`config.mk`:
```
export PLATFORM = sky130hd
export DESIGN_NAME = uart_rx_framer
export DESIGN_NICKNAME = d
export VERILOG_FILES = /design/src/rtl/uart_rx_framer.sv
export SDC_FILE = /design/constraint.sdc
export NUM_CORES = 1
export LEC_CHECK = 0
export CAP_MARGIN = 30
export CELL_PAD_IN_SITES_DETAIL_PLACEMENT = 0
export CELL_PAD_IN_SITES_GLOBAL_PLACEMENT = 2
export CORE_MARGIN = 5
export CORE_UTILIZATION = 35
export CTS_CLUSTER_SIZE = 12
export DETAILED_ROUTE_END_ITERATION = 8
export HOLD_SLACK_MARGIN = 0.15
export PLACE_DENSITY_LB_ADDON = 0.1
export SLEW_MARGIN = 0
export SYNTH_ARGS = -nofsm -noshare
export SYNTH_HDL_FRONTEND = slang
export SYNTH_SLANG_ARGS = --single-unit
```
`constraint.sdc`:
```
create_clock -name rx_clk -period 2.51 [get_ports rx_clk]
set_clock_uncertainty 0.05 [all_clocks]
set_input_delay 0.3765 -clock rx_clk [delete_from_list [all_inputs] [get_ports rx_clk]]
set_output_delay 0.3765 -clock rx_clk [all_outputs]
set_load 0.03 [all_outputs]
```
`src/rtl/uart_rx_framer.sv`:
```
// uart_rx_framer: receive end of the UART link.
// Frame format: 1 start bit, DATA_WIDTH data bits (LSB first), optional
// even parity bit, 1 stop bit. Received bytes are offered on a valid/ack
// handshake together with framing, parity and overrun flags.
// Optional feature: define UART_RX_PARITY_EN to add the even-parity bit;
// without it the frame is 8N1 and parity_err is tied to 0.
module uart_rx_framer #(
    parameter int RX_CLK_FREQ = 50_000_000,
    parameter int BAUD_RATE   = 115_200,
    parameter int DATA_WIDTH  = 8,
    parameter int OVERSAMPLE  = 16
) (
    input  logic                  rx_clk,
    input  logic                  reset,
    input  logic                  rx,
    output logic [DATA_WIDTH-1:0] RxData,
    output logic                  rx_valid,
    input  logic                  rx_ack,
    output logic                  busy,
    output logic                  frame_err,
    output logic                  parity_err,
    output logic                  overrun
);
    localparam int DIV    = RX_CLK_FREQ / (BAUD_RATE * OVERSAMPLE);
    localparam int DIV_W  = (DIV > 1) ? $clog2(DIV) : 1;
    localparam int TICK_W = (OVERSAMPLE > 1) ? $clog2(OVERSAMPLE) : 1;
    localparam int IDX_W  = (DATA_WIDTH > 1) ? $clog2(DATA_WIDTH) : 1;

    localparam logic [DIV_W-1:0]  DIV_LAST  = DIV_W'(DIV - 1);
    localparam logic [TICK_W-1:0] HALF_LAST = TICK_W'(OVERSAMPLE / 2 - 1);
    localparam logic [TICK_W-1:0] BIT_LAST  = TICK_W'(OVERSAMPLE - 1);
    localparam logic [IDX_W-1:0]  IDX_LAST  = IDX_W'(DATA_WIDTH - 1);

`ifdef UART_RX_PARITY_EN
    typedef enum logic [2:0] {IDLE, START, DATA, PARITY, STOP} state_t;
`else
    typedef enum logic [2:0] {IDLE, START, DATA, STOP} state_t;
`endif

    state_t                state;
    logic                  sync1;
    logic                  rs;
    logic                  rs_d;
    logic [DIV_W-1:0]      div_cnt;
    logic                  tick;
    logic [TICK_W-1:0]     tick_cnt;
    logic [TICK_W-1:0]     tick_limit;
    logic                  sample;
    logic [IDX_W-1:0]      bit_idx;
    logic [DATA_WIDTH-1:0] shift;
    logic                  pe;

    // Two-flop synchronizer on the serial line plus a delayed copy for start-edge detection.
    // Everything resets to the idle line level so release from reset never looks like a start edge.
    always_ff @(posedge rx_clk or negedge reset) begin
        if (!reset) begin
            sync1 <= 1'b1;
            rs    <= 1'b1;
            rs_d  <= 1'b1;
        end else begin
            // NOTE: non-blocking assignments keep each flop sampling the previous value of its source.
            sync1 <= rx;
            rs    <= sync1;
            rs_d  <= rs;
        end
    end

    // Sub-bit tick divider; held at zero while idle so the sampling phase follows the start edge.
    always_ff @(posedge rx_clk or negedge reset) begin
        if (!reset) begin
            div_cnt <= '0;
        end else if (state == IDLE || tick) begin
            div_cnt <= '0;
        end else begin
            div_cnt <= div_cnt + 1'b1;
        end
    end

    assign tick       = (state != IDLE) && (div_cnt == DIV_LAST);
    // The start bit is checked at its middle, every later bit one full bit period further on.
    assign tick_limit = (state == START) ? HALF_LAST : BIT_LAST;
    assign sample     = tick && (tick_cnt == tick_limit);

`ifndef UART_RX_PARITY_EN
    assign pe = 1'b0;
`endif

    // Frame FSM with registered handshake outputs and error flags.
    always_ff @(posedge rx_clk or negedge reset) begin
        if (!reset) begin
            state      <= IDLE;
            tick_cnt   <= '0;
            bit_idx    <= '0;
            shift      <= '0;
`ifdef UART_RX_PARITY_EN
            pe         <= 1'b0;
`endif
            RxData     <= '0;
            rx_valid   <= 1'b0;
            busy       <= 1'b0;
            frame_err  <= 1'b0;
            parity_err <= 1'b0;
            overrun    <= 1'b0;
        end else begin
            if (state == IDLE || sample) begin
                tick_cnt <= '0;
            end else if (tick) begin
                tick_cnt <= tick_cnt + 1'b1;
            end

            // NOTE: the ack clear is written first; a commit further down in this block
            // assigns the same registers later and therefore wins in that cycle.
            if (rx_valid && rx_ack) begin
                rx_valid   <= 1'b0;
                frame_err  <= 1'b0;
                parity_err <= 1'b0;
                overrun    <= 1'b0;
            end

            case (state)
                IDLE: begin
                    if (rs_d && !rs) begin
                        state <= START;
                        busy  <= 1'b1;
                    end
                end
                START: begin
                    if (sample) begin
                        if (!rs) begin
                            state   <= DATA;
                            bit_idx <= '0;
                        end else begin
                            // Line went back high before mid start bit: a glitch, not a frame.
                            state <= IDLE;
                            busy  <= 1'b0;
                        end
                    end
                end
                DATA: begin
                    if (sample) begin
                        shift <= {rs, shift[DATA_WIDTH-1:1]};
                        if (bit_idx == IDX_LAST) begin
`ifdef UART_RX_PARITY_EN
                            state <= PARITY;
`else
                            state <= STOP;
`endif
                        end else begin
                            bit_idx <= bit_idx + 1'b1;
                        end
                    end
                end
`ifdef UART_RX_PARITY_EN
                PARITY: begin
                    if (sample) begin
                        pe    <= (^shift) ^ rs;
                        state <= STOP;
                    end
                end
`endif
                STOP: begin
                    if (sample) begin
                        // Commit and return to IDLE together so a back-to-back start edge is caught.
                        state <= IDLE;
                        busy  <= 1'b0;
                        if (!rx_valid || rx_ack) begin
                            RxData     <= shift;
                            rx_valid   <= 1'b1;
                            frame_err  <= !rs;
                            parity_err <= pe;
                            overrun    <= 1'b0;
                        end else begin
                            overrun <= 1'b1;
                        end
                    end
                end
                default: begin
                    state <= IDLE;
                    busy  <= 1'b0;
                end
            endcase
        end
    end

endmodule

```
==> flow_metrics.py <==
metrics = {
    "status": {
        "status": "finished clean",
    },
    "worst_setup_path": {
        "critical_path_arrival_ns": 2.20,
        "critPathKind": "reg2reg",
        "required_ns": 2.63,
        "critical_path.endpoint_type": "register",
        "setup.worst_path.start_class": "register",
        "crit_fanout": 8,
    },
    "logic_synthesis": {
        "ys_ff_latch": 38,
        "synth_compound_area_share_pct": 7.65,
        "yosysWarnings": 0,
        "synth_xor_area_share_pct": 1.52,
        "synth_top_family_by_area": "simple AND/OR/NAND/NOR gates",
        "synthTopCellsByArea": "dfrtp_1, mux2_2, dfstp_2, ha_1, nor4_4",
        "synth_most_common_cell": "dfrtp_1",
        "ys_types": 39,
        "ys_async_sr_fraction_pct": 100,
        "synth_top_area_share_pct": 50.5,
        "ys_top_cells_by_count": "dfrtp_1, mux2_2, inv_1",
        "synth.avg_cell_area_um2": 12.6,
        "synth-main-ff-cell": "dfrtp_1",
        "yosysSeqAreaShare_pct": 55.1,
        "netlist_instances": 137,
        "yosys.area_share.simple_pct": 16.0,
        "synth_edf_count": 0,
        "synthMuxAreaShare_pct": 13.5,
        "yosys.area_share.adder_pct": 3.61,
        "synth_area_leader_cell": "dfrtp_1",
        "synth_area_um2": 1730,
        "syn_nets": 146,
    },
    "timing": {
        "rsz0062_at_grt": "false",
        "fmaxAchievable_mhz": 481,
        "setup_viol": 0,
        "slew_viol_final": 0,
        "hold_viol_final": 0,
        "slew_headroom_pct": 44.7,
        "finalSetupTns_ns": 0,
        "fin_ws_ns": 0.433,
        "worst_slew_pin_slew_ns": 0.829,
        "fin_crit_ns": 2.08,
        "fin_crit_sh_pct": 82.8,
    },
    "drt": {
        "drc_errors": 0,
        "routed_wl_um": 3340,
        "viasPerCell": 4.98,
        "postRouteAntennaNets": 0,
        "via_count": 1141,
        "first_pass_iters": 4,
        "drtIter0Drc": 63,
        "detail_route.wl_per_cell_um": 14.6,
    },
    "clocking": {
        "clock-root-buffer": "clkbuf_8",
        "cts_buffers": 5,
        "cts_buffer_depth": 2,
        "clk_pin_slew_ns": 0.08,
        "ctsHoldBuffers": 0,
        "h-tree-depth": 2,
        "clock-sinks": 38,
        "cts_resized": 0,
        "tritoncts": "done",
        "clock_latency_ns": 0.29,
        "postCtsSetupBuffers": 0,
    },
    "floorplan": {
        "die-height_um": 80.4,
        "core_um2": 4750,
        "io_pins": 17,
        "initial_core_util_pct": 36.4,
        "rows": 25,
        "dieArea_um2": 6460,
        "fp.dieW_um": 80.4,
    },
    "pwr": {
        "p_leak_nw": 0.972,
        "powerDensity_nw_per_um2": 626,
        "ir_drop_mv": 0.333,
    },
    "grt": {
        "grt_max_degree": 39,
        "track_usage_pct": 12.1,
        "antenna_found_initial": 0,
        "grt_pass1_vias": 1253,
        "overflow": 0,
        "grt_pass1_wl_um": 6030,
    },
    "min_path": {
        "worstHoldPathType": "in2async",
    },
    "layout": {
        "layout.nets": 170,
        "area_delta_synth_final_pct": 20.3,
        "final_area_um2": 2080,
        "drive_gt1_share_pct": 28.4,
        "antenna_cells": 0,
        "stdcell_count": 229,
    },
    "place": {
        "dpl.hpwl_um": 2320,
        "dp_slack_ns": 0.384,
        "portBuffers": 16,
        "place.gp.congestion": 0.739,
        "place_area_um2": 1990,
        "place_inst": 221,
    },
    "job": {
        "cap_violations": 0,
    },
}
## power breakdown
group | switching (W) | internal (W)
Sequential | 0.0000504 | 0.000660
Combinational | 0.0000848 | 0.0000748
Clock | 0.000213 | 0.000221
Total | 0.000349 | 0.000956
## per-stage QoR
| step | utilization [%] | hold WS (ns) | power (W) |
|---|---|---|---|
| final | 43.8 | 0.134 | 0.00130 |
| after global routing | 43.8 | 0.225 | 0.00139 |
| after CTS | 43.8 | 0.176 | 0.00133 |
| after detailed placement | 41.8 | 0.297 | 0.000888 |
| after global placement | 41.8 | 0.296 | 0.000883 |
| after floorplan | - | 0.0309 | 0.000831 |
## logic make-up (layout without fill, tap and decap cells)
family | after synthesis | after routing
compound gates | 18 | 18
xor+xnor | 3 | 3
fa+ha+maj | 5 | 5
buf+inv | 12 | 37
flops | 38 | 38
mux | 21 | 21
simple gates | 40 | 40
## area by class of cell
class | count | area, um^2
Fill cell | 468 | 2670
Timing Repair Buffer | 20 | 185
Inverter | 9 | 33.8
Multi-Input combinational cell | 87 | 732
Sequential cell | 38 | 955
Clock inverter | 2 | 12.5
Clock buffer | 6 | 82.6
Tap cell | 67 | 83.8
## worst paths after layout
path | to | cells past startpoint | slack [ns] | from
worst max register to register | RxData[7] | 4 | 0.43 | tick_cnt[0]
worst min register to register | rs | 0 | 0.31 | sync1
worst min-delay path | overrun | 1 | 0.13 | reset
min in group rx_clk | rs | 0 | 0.31 | sync1
worst max-delay path | RxData[7] | 4 | 0.43 | tick_cnt[0]
max in group asynchronous | shift[5] | 1 | 1.75 | reset
## routing by layer
layer / up-vias / GRT usage (%) / share of wire [%]
met3: 7 / 2.91 / 3.1
met5: - / 0 / 0
met1: 576 / 16.0 / 48
met2: 15 / 18.9 / 47
li1: 543 / - / -
met4: 0 / 5.07 / 1.6
## state kept, by name, summed over array words and instances, names as in the netlist, 2 cells and up
signal and count:
bit_idx 3, tick_cnt 4, state 2, shift 8, RxData 8, div_cnt 5
## worst max-delay path, stage by stage (launching register included)
cell and delay [ns]:
dfrtp_1 0.39, ha_1 0.25, nand3_1 0.24, nor4_4 0.63, mux2_2 0.40
## cell usage in the layout, fill, tap and decap left out, drive strengths merged, types with 2 or more instances in the layout
cell type	count
or3b	2
ha	5
dfstp	3
inv	9
a21oi	2
o21ai	5
xor2	2
or3	3
nand3	8
and3	3
dfrtp	35
nor4	2
mux2	19
a211oi	2
buf	5
clkdlybuf4s50	15
clkbuf	6
or2	2
nor2	7
mux2i	2
nand2	5
a211o	2
(Power assumes the default switching activity.)
